<file path="config.mk">
export PLATFORM = sky130hd
export DESIGN_NAME = sync_width_conv_fifo
export DESIGN_NICKNAME = d
export VERILOG_FILES = /design/src/rtl/sync_width_conv_fifo.sv
export SDC_FILE = /design/constraint.sdc
export NUM_CORES = 1
export LEC_CHECK = 0
export ABC_AREA = 1
export BUFFER_PORTS_ARGS = -buffer_cell sky130_fd_sc_hd__buf_4
export CAP_MARGIN = 20
export CELL_PAD_IN_SITES_DETAIL_PLACEMENT = 1
export CELL_PAD_IN_SITES_GLOBAL_PLACEMENT = 1
export CORE_AREA = 8 8 287 150
export DETAILED_ROUTE_END_ITERATION = 6
export DIE_AREA = 0 0 295 158
export PLACE_DENSITY = 0.91
export SLEW_MARGIN = 20
export SYNTH_ARGS = -nofsm -noshare
export SYNTH_HDL_FRONTEND = slang
export SYNTH_SLANG_ARGS = --single-unit
</file>
<file path="constraint.sdc">
create_clock -name clk -period 5.5 [get_ports clk]
set_clock_uncertainty 0.05 [all_clocks]
set_input_delay 0.55 -clock clk [delete_from_list [all_inputs] [get_ports clk]]
set_output_delay 0.55 -clock clk [all_outputs]
set_load 0.01 [all_outputs]
</file>
<file path="src/rtl/sync_width_conv_fifo.sv">
// sync_width_conv_fifo: single-clock FIFO converting WIDTH_IN beats to WIDTH_OUT beats over BRAM_WIDTH words.
// Define SYNC_WIDTH_CONV_FIFO_LAST_EN to add last_wr/last_rd with one sideband bit per stored word.
module sync_width_conv_fifo #(
  parameter int WIDTH_IN   = 32,
  parameter int WIDTH_OUT  = 64,
  parameter int BRAM_WIDTH = 32,
  parameter int DEPTH      = 16,
  parameter int AF_LEVEL   = 12,
  parameter int AE_LEVEL   = 2
) (
  input  logic                       clk,
  input  logic                       rst,
  input  logic                       flush,
`ifdef SYNC_WIDTH_CONV_FIFO_LAST_EN
  input  logic                       last_wr,
  output logic                       last_rd,
`endif
  input  logic [WIDTH_IN-1:0]        data_wr,
  input  logic                       valid_wr,
  output logic                       ready_wr,
  output logic [WIDTH_OUT-1:0]       data_rd,
  output logic                       valid_rd,
  input  logic                       ready_rd,
  output logic [$clog2(DEPTH):0]     level,
  output logic                       almost_full,
  output logic                       almost_empty
);
  localparam int WORDS_IN  = WIDTH_IN / BRAM_WIDTH;
  localparam int WORDS_OUT = WIDTH_OUT / BRAM_WIDTH;
  localparam int AW        = $clog2(DEPTH);
  localparam int LW        = AW + 1;

  logic [BRAM_WIDTH-1:0] r_mem [DEPTH];
  logic [AW-1:0]         r_wrptr;
  logic [AW-1:0]         r_rdptr;
  logic [LW-1:0]         r_level;
  logic                  w_wr;
  logic                  w_rd;

  assign ready_wr     = ~rst & (LW'(DEPTH) - r_level >= LW'(WORDS_IN));
  assign valid_rd     = ~rst & (r_level >= LW'(WORDS_OUT));
  assign w_wr         = valid_wr & ready_wr;
  assign w_rd         = valid_rd & ready_rd;
  assign level        = r_level;
  assign almost_full  = r_level >= LW'(AF_LEVEL);
  assign almost_empty = r_level <= LW'(AE_LEVEL);

  always_ff @(posedge clk or posedge rst) begin
    if (rst) begin
      r_wrptr <= '0;
      r_rdptr <= '0;
      r_level <= '0;
    end else if (flush) begin
      r_wrptr <= '0;
      r_rdptr <= '0;
      r_level <= '0;
    end else begin
      if (w_wr) r_wrptr <= r_wrptr + AW'(WORDS_IN);
      if (w_rd) r_rdptr <= r_rdptr + AW'(WORDS_OUT);
      r_level <= r_level + (w_wr ? LW'(WORDS_IN) : '0) - (w_rd ? LW'(WORDS_OUT) : '0);
    end
  end

  // Payload storage needs no reset; level gates every observation of it.
  always_ff @(posedge clk) begin
    if (w_wr & ~flush)
      for (int k = 0; k < WORDS_IN; k++)
        r_mem[r_wrptr + AW'(k)] <= data_wr[k*BRAM_WIDTH +: BRAM_WIDTH];
  end

  always_comb begin
    data_rd = '0;
    for (int j = 0; j < WORDS_OUT; j++)
      data_rd[j*BRAM_WIDTH +: BRAM_WIDTH] = r_mem[r_rdptr + AW'(j)];
  end

`ifdef SYNC_WIDTH_CONV_FIFO_LAST_EN
  logic [DEPTH-1:0] r_last;

  always_ff @(posedge clk or posedge rst) begin
    if (rst) r_last <= '0;
    else if (flush) r_last <= '0;
    else if (w_wr)
      for (int k = 0; k < WORDS_IN; k++)
        r_last[r_wrptr + AW'(k)] <= (k == WORDS_IN - 1) & last_wr;
  end

  always_comb begin
    last_rd = 1'b0;
    for (int j = 0; j < WORDS_OUT; j++)
      last_rd = last_rd | r_last[r_rdptr + AW'(j)];
  end
`endif
endmodule

</file>
==> out/results.ini, run 1 <==
[setup_path]
critPathBufInv = 3
startpoint = r_rdptr[2]
cp_max_fo = 69
slowest_stage = dfrtp_4
worst_ep_arrival_time_ns = 3.62
crit_type = reg -> out
start_kind = register
crit_path_end_kind = output port
required_ns = 4.90
reg2reg_from = level[0]
slowest_delay_ns = 0.72
path_delay_family = buffers and inverters
cp_cell_sequence = inv_4 -> buf_4 -> o21ai_1 -> o22ai_1 -> nor2_1 -> a31oi_1 -> buf_4
cp_common_cell = buf_4

[detailed_routing]
vias = 14160
drcViolationCount = 0
via_per_inst = 6.306
wl_per_cell_um = 29.22
dr.pass1.iters = 5
first_iter_violations = 1575
wl_um = 65640
ant_nets = 0

[synth]
synth_compound_area_frac = 0.1039
synth_mux_area_frac = 0
yosys.area_share.simple = 0.09512
syn_inst = 1586
synth_xor_area_frac = 0.002108
synth_top_family_by_area = compound AO/OA/AOI/OAI gates
synth.avg_cell_area_um2 = 13.10
yosysSeqAreaShare = 0.7547
syn_nets = 1640
yosys_warnings = 0
ys_ff_latch = 524
ys_types = 28
synthAdderAreaFrac = 0.01024
syn_area_um2 = 20770

[finish]
fin_nets = 1725
syn2layout_area_growth_pct = 13.29
layout-drive-gt1-share = 0.1313
nFillCells = 3847
regArea_um2 = 15680
antenna_cells = 0
multi_input_area_um2 = 4511

[timing]
fmax_mhz = 236.9
tns_ns = 0
fin_crit_ns = 4.222
fin_crit_sh = 0.7676
hold_violations = 0
tightest_slew_ns = 1.117
setup_viol = 0
drv_slew = 0
final.setup.worst_slack_ns = 1.278
timing.slew.headroom = 0.2554
rsz0062_at_grt = no

[grt]
grt_use_total = 0.2785
grt_pass1_vias = 14780
grt_pass1_wl_um = 96210
grt_remaining_overflow = 0
antenna_found_initial = 3
grt_max_degree = 258

[cts]
ctsRootBufferMaster = clkbuf_16
numCtsBuffers = 45
post_cts_buffers = 0
cts_tree = built
cts.sinks = 524
cts_resized = 0
cts_hold_buf = 0
clkTransAtPathRegs_ns = 0.07
clock_latency_ns = 0.56
cts_buffer_depth = 3
htree_levels = 2

[outcome]
status = finished, final reports clean

[floorplanning]
rows = 52
die_w_um = 295
initial_utilization = 0.5277
coreArea_um2 = 39360
die_area_um2 = 46610
io_pins = 110
die_h_um = 158

[place]
hpwlAfterDp_um = 38330
post-place-ws_ns = 1.802
numPortBuffers = 109
place_congestion = 0.8830

[flow_run]
max-cap-violations = 0

[power]
peakVddDrop_v = 0.0002887
leakage_nw = 7.890
p_per_area_nw_per_um2 = 454.6

[hold_path]
hp-class = in -> async

[final timing paths]
check,end,slack [ns],depth (start not counted)
min,r_rdptr[1],0.07,2
min in group clk,level[0],0.22,2
min reg2reg,r_wrptr[3],0.61,2
max,data_rd[17],1.28,7
max in group asynchronous,r_rdptr[2],4.79,2
max reg2reg,r_mem[15][31],1.84,12
[cells by family after synthesis]
group / after synthesis
AO/OA/AOI/OAI: 397
adder cells (fa/ha/maj): 17
flip-flops: 524
AND/OR/NAND/NOR: 517
XOR/XNOR: 5
buffers and inverters: 126
[stage by stage]
step           hold WS [ns]  area, µm²    util  cells  power [W]
3_5_place_dp         0.5749      22000  0.5589   2159   0.007526
2_1_floorplan        0.3968      20770       -   1586   0.006255
3_3_place_gp         0.5499      22000  0.5589   2159   0.007369
6_report            0.07437      23530  0.5978   2246    0.01070
4_1_cts             0.06057      23390  0.5943   2241    0.01066
5_1_grt              0.1202      23530  0.5978   2246    0.01105
[synth_stat cells]
master	count	share of area
a21oi_1	3	0.00072
nor2_2	1	0.00030
o21ai_1	69	0.017
nand2_1	22	0.0040
a221o_1	1	0.00048
xor2_1	4	0.0017
edfxtp_1	512	0.74
buf_6	22	0.012
a31oi_1	64	0.019
xnor2_1	1	0.00042
clkbuf_1	43	0.0078
nor2_1	476	0.086
ha_1	17	0.010
buf_1	10	0.0018
o41ai_1	1	0.00042
inv_1	24	0.0043
o21ai_0	194	0.047
inv_2	2	0.00036
nand3_2	1	0.00048
nand3_1	13	0.0031
o21bai_1	1	0.00036
buf_2	12	0.0029
buf_8	1	0.00072
clkbuf_2	2	0.00048
o22ai_1	64	0.019
dfrtp_1	12	0.014
nand2_2	4	0.0012
buf_4	10	0.0036
[registers in the layout (all words and copies together), names as in the netlist]
signal   cells
level        5
r_wrptr      4
r_rdptr      3
r_mem      512
[area by class of cell]
class,instances,share of cell area
clock buffer,57,0.04977
clock inverter,25,0.009412
inverter,26,0.004573
multi-input combinational,936,0.1917
sequential,524,0.6665
tap,540,0.02871
timing repair buffer,138,0.04935
[routing by layer]
metal,part of all wire,track usage
met5,0.0032,0.02987
met4,0.025,0.07823
met3,0.097,0.06734
met2,0.47,0.4393
met1,0.41,0.3844
[cells in the final DEF, fill, tap and decap left out]
cell type,netlist,final
a21oi_1,3,3
a221o_1,1,1
a31oi_1,64,64
buf_12,0,2
buf_16,0,5
buf_4,10,131
bufinv_16,0,4
clkbuf_1,43,12
clkbuf_16,0,45
clkinv_1,0,11
clkinv_2,0,7
clkinvlp_4,0,1
dfrtp_1,12,10
dfrtp_4,0,2
edfxtp_1,512,512
ha_1,17,17
inv_1,24,23
inv_4,0,2
inv_6,0,3
nand2_1,22,22
nand2_2,4,4
nand3_1,13,13
nand3_2,1,1
nor2_1,476,460
nor2_2,1,1
nor2_4,0,16
o21ai_0,194,194
o21ai_1,69,69
o21bai_1,1,1
o22ai_1,64,64
o41ai_1,1,1
xnor2_1,1,1
xor2_1,4,4
[power by group]
part	leakage, nW	switching [W]	internal, W
registers	4.76	0.000107	0.00446
clock network	0.679	0.00146	0.00170
logic	2.45	0.00199	0.000983
(Power assumes the default switching activity.)
==> run 2, diff against run 1 <==
--- a/config.mk
+++ b/config.mk
@@ -10,10 +10,10 @@
 export CAP_MARGIN = 20
 export CELL_PAD_IN_SITES_DETAIL_PLACEMENT = 1
 export CELL_PAD_IN_SITES_GLOBAL_PLACEMENT = 1
-export CORE_AREA = 8 8 287 150
+export CORE_AREA = 8 8 298 156
 export DETAILED_ROUTE_END_ITERATION = 6
-export DIE_AREA = 0 0 295 158
-export PLACE_DENSITY = 0.91
+export DIE_AREA = 0 0 306 164
+export PLACE_DENSITY = 0.86
 export SLEW_MARGIN = 20
 export SYNTH_ARGS = -nofsm -noshare
 export SYNTH_HDL_FRONTEND = slang
==> constraint.sdc (replaced) <==
create_clock -name clk -period 4 [get_ports clk]
set_clock_uncertainty 0.05 [all_clocks]
set_input_delay 0.4 -clock clk [delete_from_list [all_inputs] [get_ports clk]]
set_output_delay 0.4 -clock clk [all_outputs]
set_load 0.01 [all_outputs]
==> run 2 against run 1 <==
  * Routed wire length is 4.3% lower
  * Sequential cell count is the same
  * Critical path type unchanged
  * Count of clock-buffer cells in the layout rose by 6
  * Critical endpoint is now data_rd[5]
  * Sequential power increased by 37%
==> out/results.ini, run 2 (same netlist as run 1, synthesis figures left out) <==
[outcome]
status = finished, final reports clean

[power]
clkPwrFrac = 0.296
peakVddDrop_v = 0.0003081
p_sw_frac = 0.3235
p_int_w = 0.009856
p_per_area_nw_per_um2 = 616.1
switching_power_w = 0.004713
total_power_w = 0.01457
power_frac_comb = 0.274
seqPwrFrac = 0.430
leakage_nw = 7.960

[timing]
rsz0062_at_grt = no
fin_crit_ns = 3.433
tns_ns = 0
fin_hold_ws_ns = 0.04699
tightest_slew_ns = 0.9189
setup_viol = 0
fmax_mhz = 291.3
timing.slew.headroom = 0.3874
drv_slew = 0
hold_violations = 0
fin_crit_sh = 0.8582

[detailed_routing]
wl_per_cell_um = 27.52
vias = 13900
ant_nets = 0
drcViolationCount = 0
dr.pass1.iters = 6
first_iter_violations = 1440
via_per_inst = 6.090
wl_um = 62820

[finish]
multi_input_area_um2 = 4511
fin_nets = 1739
nFillCells = 4204
regArea_um2 = 15680
post-route-util = 0.5564
syn2layout_area_growth_pct = 13.86
layout-drive-gt1-share = 0.1382
largest_reg_flops = 512
layout.cells.most_common = edfxtp_1
final_cell_mix = edfxtp_1 (512), nor2_1 (460), o21ai_0 (194)
stdcell_area_um2 = 23650
largest_register = r_mem

[grt]
grt_max_degree = 205
grt_pass1_wl_um = 92430
antenna_found_initial = 3
grt_pass1_vias = 14490
grt_remaining_overflow = 0
grt_use_total = 0.2449

[cts]
clkTransAtPathRegs_ns = 0.06
cts.sinks = 524
ctsRootBufferMaster = clkbuf_16
clock_latency_ns = 0.55
numCtsBuffers = 46
cts_buffer_depth = 3
post_cts_buffers = 0
htree_levels = 2
cts_tree = built

[setup_path]
crit_path_end_kind = output port
start_kind = register
required_ns = 3.55
worst_ep_arrival_time_ns = 2.98
cp_max_fo = 40
crit_type = reg -> out

[floorplanning]
die_area_um2 = 50180
die_w_um = 306
io_pins = 110
coreArea_um2 = 42500
initial_utilization = 0.4887
rows = 54
die_h_um = 164

[place]
hpwlAfterDp_um = 37340
numPortBuffers = 109
placed_area_um2 = 22230
place_congestion = 0.7767

[flow_run]
max-cap-violations = 0

[hold_path]
hp-class = in -> reg

==> run 2: area by class of cell <==
cell class	count	share of cell area
Sequential cell	524	0.6632
Inverter	26	0.004550
Tap cell	560	0.02963
Antenna cell	1	0.0001058
Clock inverter	22	0.006402
Multi-Input combinational cell	936	0.1907
Clock buffer	63	0.05312
Timing Repair Buffer	151	0.05228
==> run 2: power by group through the flow <==
stage	clock network (W)	logic, W	registers (W)
2_1_floorplan	0	0.00229	0.00631
3_3_place_gp	0	0.00378	0.00637
3_5_place_dp	0	0.00396	0.00638
4_1_cts	0.00436	0.00401	0.00626
5_1_grt	0.00453	0.00433	0.00627
6_report	0.00431	0.00400	0.00627
==> run 2: path summary, 6_finish.rpt <==
kind | slack, ns | depth (start not counted) | endpoint | from
worst max-delay path | 0.57 | 7 | data_rd[5] | r_rdptr[2]
worst min-delay path | 0.05 | 2 | level[0] | flush
worst max register to register | 0.91 | 10 | r_mem[2][27] | level[0]
worst min register to register | 0.60 | 2 | r_wrptr[1] | r_wrptr[1]
max in group asynchronous | 3.33 | 4 | r_rdptr[2] | rst
min in group asynchronous | 0.36 | 4 | level[3] | rst
==> run 2: per-layer routing <==
| layer | track usage | routed length, µm | vias to the layer above |
|---|---|---|---|
| li1 | - | - | 5969 |
| met1 | 0.3473 | 27010 | 7178 |
| met2 | 0.3956 | 29190 | 644 |
| met3 | 0.03693 | 4891 | 113 |
| met4 | 0.06930 | 1729 | 0 |
| met5 | 0 | 0 | - |
==> run 2: repair_timing <==
action                    4_1_cts  5_1_grt
hold endpoints to repair       12        0
resized for setup               0        0
hold buffers                    1        0
==> run 2: worst max-delay path, cell delays in order (launching register included) <==
cell and delay [ns]:
dfrtp_4 0.76, inv_4 0.35, buf_4 0.30, buf_4 0.18
nor2_1 0.09, o21ai_0 0.12, a31oi_1 0.40, buf_4 0.20
==> run 2: through the flow <==
stage | std cells | worst slack, ns
after CTS | 2282 | 0.5256
after global placement | 2196 | 1.117
after floorplan | 1586 | 0.7075
after global routing | 2283 | 0.3902
after detailed placement | 2196 | 0.9661
final | 2283 | 0.5673
==> run 3, diff against run 2 <==
--- a/config.mk
+++ b/config.mk
@@ -6,14 +6,15 @@
 export NUM_CORES = 1
 export LEC_CHECK = 0
 export ABC_AREA = 1
-export BUFFER_PORTS_ARGS = -buffer_cell sky130_fd_sc_hd__buf_4
 export CAP_MARGIN = 20
 export CELL_PAD_IN_SITES_DETAIL_PLACEMENT = 1
 export CELL_PAD_IN_SITES_GLOBAL_PLACEMENT = 1
-export CORE_AREA = 8 8 298 156
+export CORE_AREA = 8 8 292 153
 export DETAILED_ROUTE_END_ITERATION = 6
-export DIE_AREA = 0 0 306 164
+export DIE_AREA = 0 0 300 161
+export DONT_BUFFER_PORTS = 1
 export PLACE_DENSITY = 0.86
+export RECOVER_POWER = 50
 export SLEW_MARGIN = 20
 export SYNTH_ARGS = -nofsm -noshare
 export SYNTH_HDL_FRONTEND = slang
==> run 3 against run 2 <==
  * Sequential share of layout area is 1.0 points higher
  * Routed wire length up 1.1%
  * Utilization rose by 1.4 points
  * Final cell count shrank 3.7%
  * Register-to-register slack got worse by 0.61 ns
  * Critical path depth fell by 1
  * Design area decreased by 1.5%
  * Maximum frequency shrank 8.0%
  * Non-clock buffer count shrank 75
  * Sequential power about the same
  * First-iteration DRC count is 17% higher
==> out/results.ini, run 3 (same netlist as run 1, synthesis figures left out) <==
[outcome]
status = finished, final reports clean

[place]
placed_area_um2 = 21450
place_congestion = 0.8330
numPortBuffers = 0
post-place-ws_ns = 0.6542
hpwlAfterDp_um = 37480

[cts]
cts_resized = 0
clkTransAtPathRegs_ns = 0.07
htree_levels = 2
cts_tree = built
clock_latency_ns = 0.56
cts_buffer_depth = 3
numCtsBuffers = 46
ctsRootBufferMaster = clkbuf_16
cts.sinks = 524
post_cts_buffers = 0

[timing]
tightest_slew_ns = 1.091
final.setup.worst_slack_ns = 0.2672
setup_viol = 0
drv_slew = 0
fin_crit_ns = 3.733
fin_crit_sh = 0.9332
rsz0062_at_grt = no
timing.slew.headroom = 0.2700
tns_ns = 0
fmax_mhz = 267.9
hold_violations = 0

[power]
peakVddDrop_v = 0.0003643
leakage_nw = 7.634
p_per_area_nw_per_um2 = 615.1

[detailed_routing]
ant_nets = 0
via_per_inst = 6.249
wl_per_cell_um = 28.91
drcViolationCount = 0
dr.pass1.iters = 5
wl_um = 63540
vias = 13740
first_iter_violations = 1687

[setup_path]
cp_max_fo = 77
worst_ep_arrival_time_ns = 3.28
slowest_stage = dfrtp_4
reg2reg_from = level[0]
crit_path_end_kind = output port
r2r_setup_slack_ns = 0.30
cp_cell_sequence = inv_6 -> buf_4 -> o21ai_1 -> o22ai_1 -> nor2_1 -> a31oi_1
critPathBufInv = 2
slowest_delay_ns = 0.71
timing.rr.end = r_mem[11][16]
crit_type = reg -> out
path_delay_family = buffers and inverters
worstRegToRegCells = 12
start_kind = register
required_ns = 3.55

[finish]
layout.cells.most_common = edfxtp_1
final_cell_mix = edfxtp_1 (512), nor2_1 (463), o21ai_0 (194)
syn2layout_area_growth_pct = 12.11
largest_reg_flops = 512
stdcell_area_um2 = 23280
nFillCells = 3959
largest_register = r_mem
fin_nets = 1664
layout-drive-gt1-share = 0.07973

[floorplanning]
die_area_um2 = 48300
die_w_um = 300
coreArea_um2 = 40850
initial_utilization = 0.5085
rows = 53
die_h_um = 161
io_pins = 110

[grt]
grt_max_degree = 130
grt_pass1_vias = 14260
antenna_found_initial = 6
grt_remaining_overflow = 0
grt_pass1_wl_um = 94170
grt_use_total = 0.2573

[hold_path]
hold_depth = 3
min_to = r_wrptr[3]
hp-class = in -> reg
hp-start = valid_wr

[flow_run]
max-cap-violations = 0

[run 3: changes by cell type in the layout (fill, tap and decap cells not counted), moves of 2 or more]
cell / delta
buf_12: +4
buf_4: -113
bufinv_16: +2
clkbuf_1: -7
clkbuf_16: +2
clkbuf_8: +2
clkinv_1: -4
clkinv_4: +2
diode_2: +4
dlygate4sd3_1: +33
nand2_1: +2
nand2_2: -2
nor2_1: +3
nor2_4: -3
[run 3: where the power goes]
group | leakage, nW | switching (W) | internal (W)
Clock | 0.753 | 0.00201 | 0.00256
Sequential | 4.76 | 0.000137 | 0.00613
Combinational | 2.12 | 0.00256 | 0.000916
Total | 7.63 | 0.00472 | 0.00961
[run 3: tightest hold or removal path: cells and delay by family]
kind	cells	cell delay, ns
simple gates	3	0.32
[run 3: how the worst max path moves through the flow]
stage,slack (ns),end,start,cells after the start
after CTS,0.33,data_rd[24],r_rdptr[1],6
after global placement,0.90,r_mem[10][22],level[0],12
after floorplan,0.71,r_mem[0][0],level[0],9
after detailed placement,0.65,r_mem[10][14],level[0],12
final,0.27,data_rd[24],r_rdptr[1],6
after global routing,0.11,data_rd[27],r_rdptr[1],6
[run 3: timing repair]
item / in CTS / in global routing
hold buffers: 34 / 0
endpoints found under the hold margin: 531 / 0
endpoints found under the setup margin: 0 / 0
[run 3: area by class of cell]
type / count / area (µm²) / share of cell area
Sequential cell: 524 / 15680 / 0.6735
Antenna cell: 5 / 12.51 / 0.0005373
Tap cell: 550 / 688.2 / 0.02955
Inverter: 26 / 107.6 / 0.004621
Multi-Input combinational cell: 936 / 4478 / 0.1923
Clock inverter: 22 / 210.2 / 0.009027
Clock buffer: 59 / 1304 / 0.05599
Timing Repair Buffer: 76 / 802.0 / 0.03444
[run 3: per-stage QoR]
stage	std cells	utilization	power, W	hold slack, ns
finish	2198	0.5700	0.01432	0.1500
global placement	2078	0.5252	0.009478	0.3048
detailed placement	2078	0.5252	0.009691	0.3086
CTS	2193	0.5706	0.01433	0.05279
floorplan	1586	-	0.008600	0.2468
global route	2196	0.5699	0.01482	0.1950
[run 3: layer usage]
layer	global-route usage	part of all wire
met5	0	0.00020
met4	0.08439	0.032
met3	0.06454	0.091
met2	0.4062	0.46
met1	0.3500	0.41
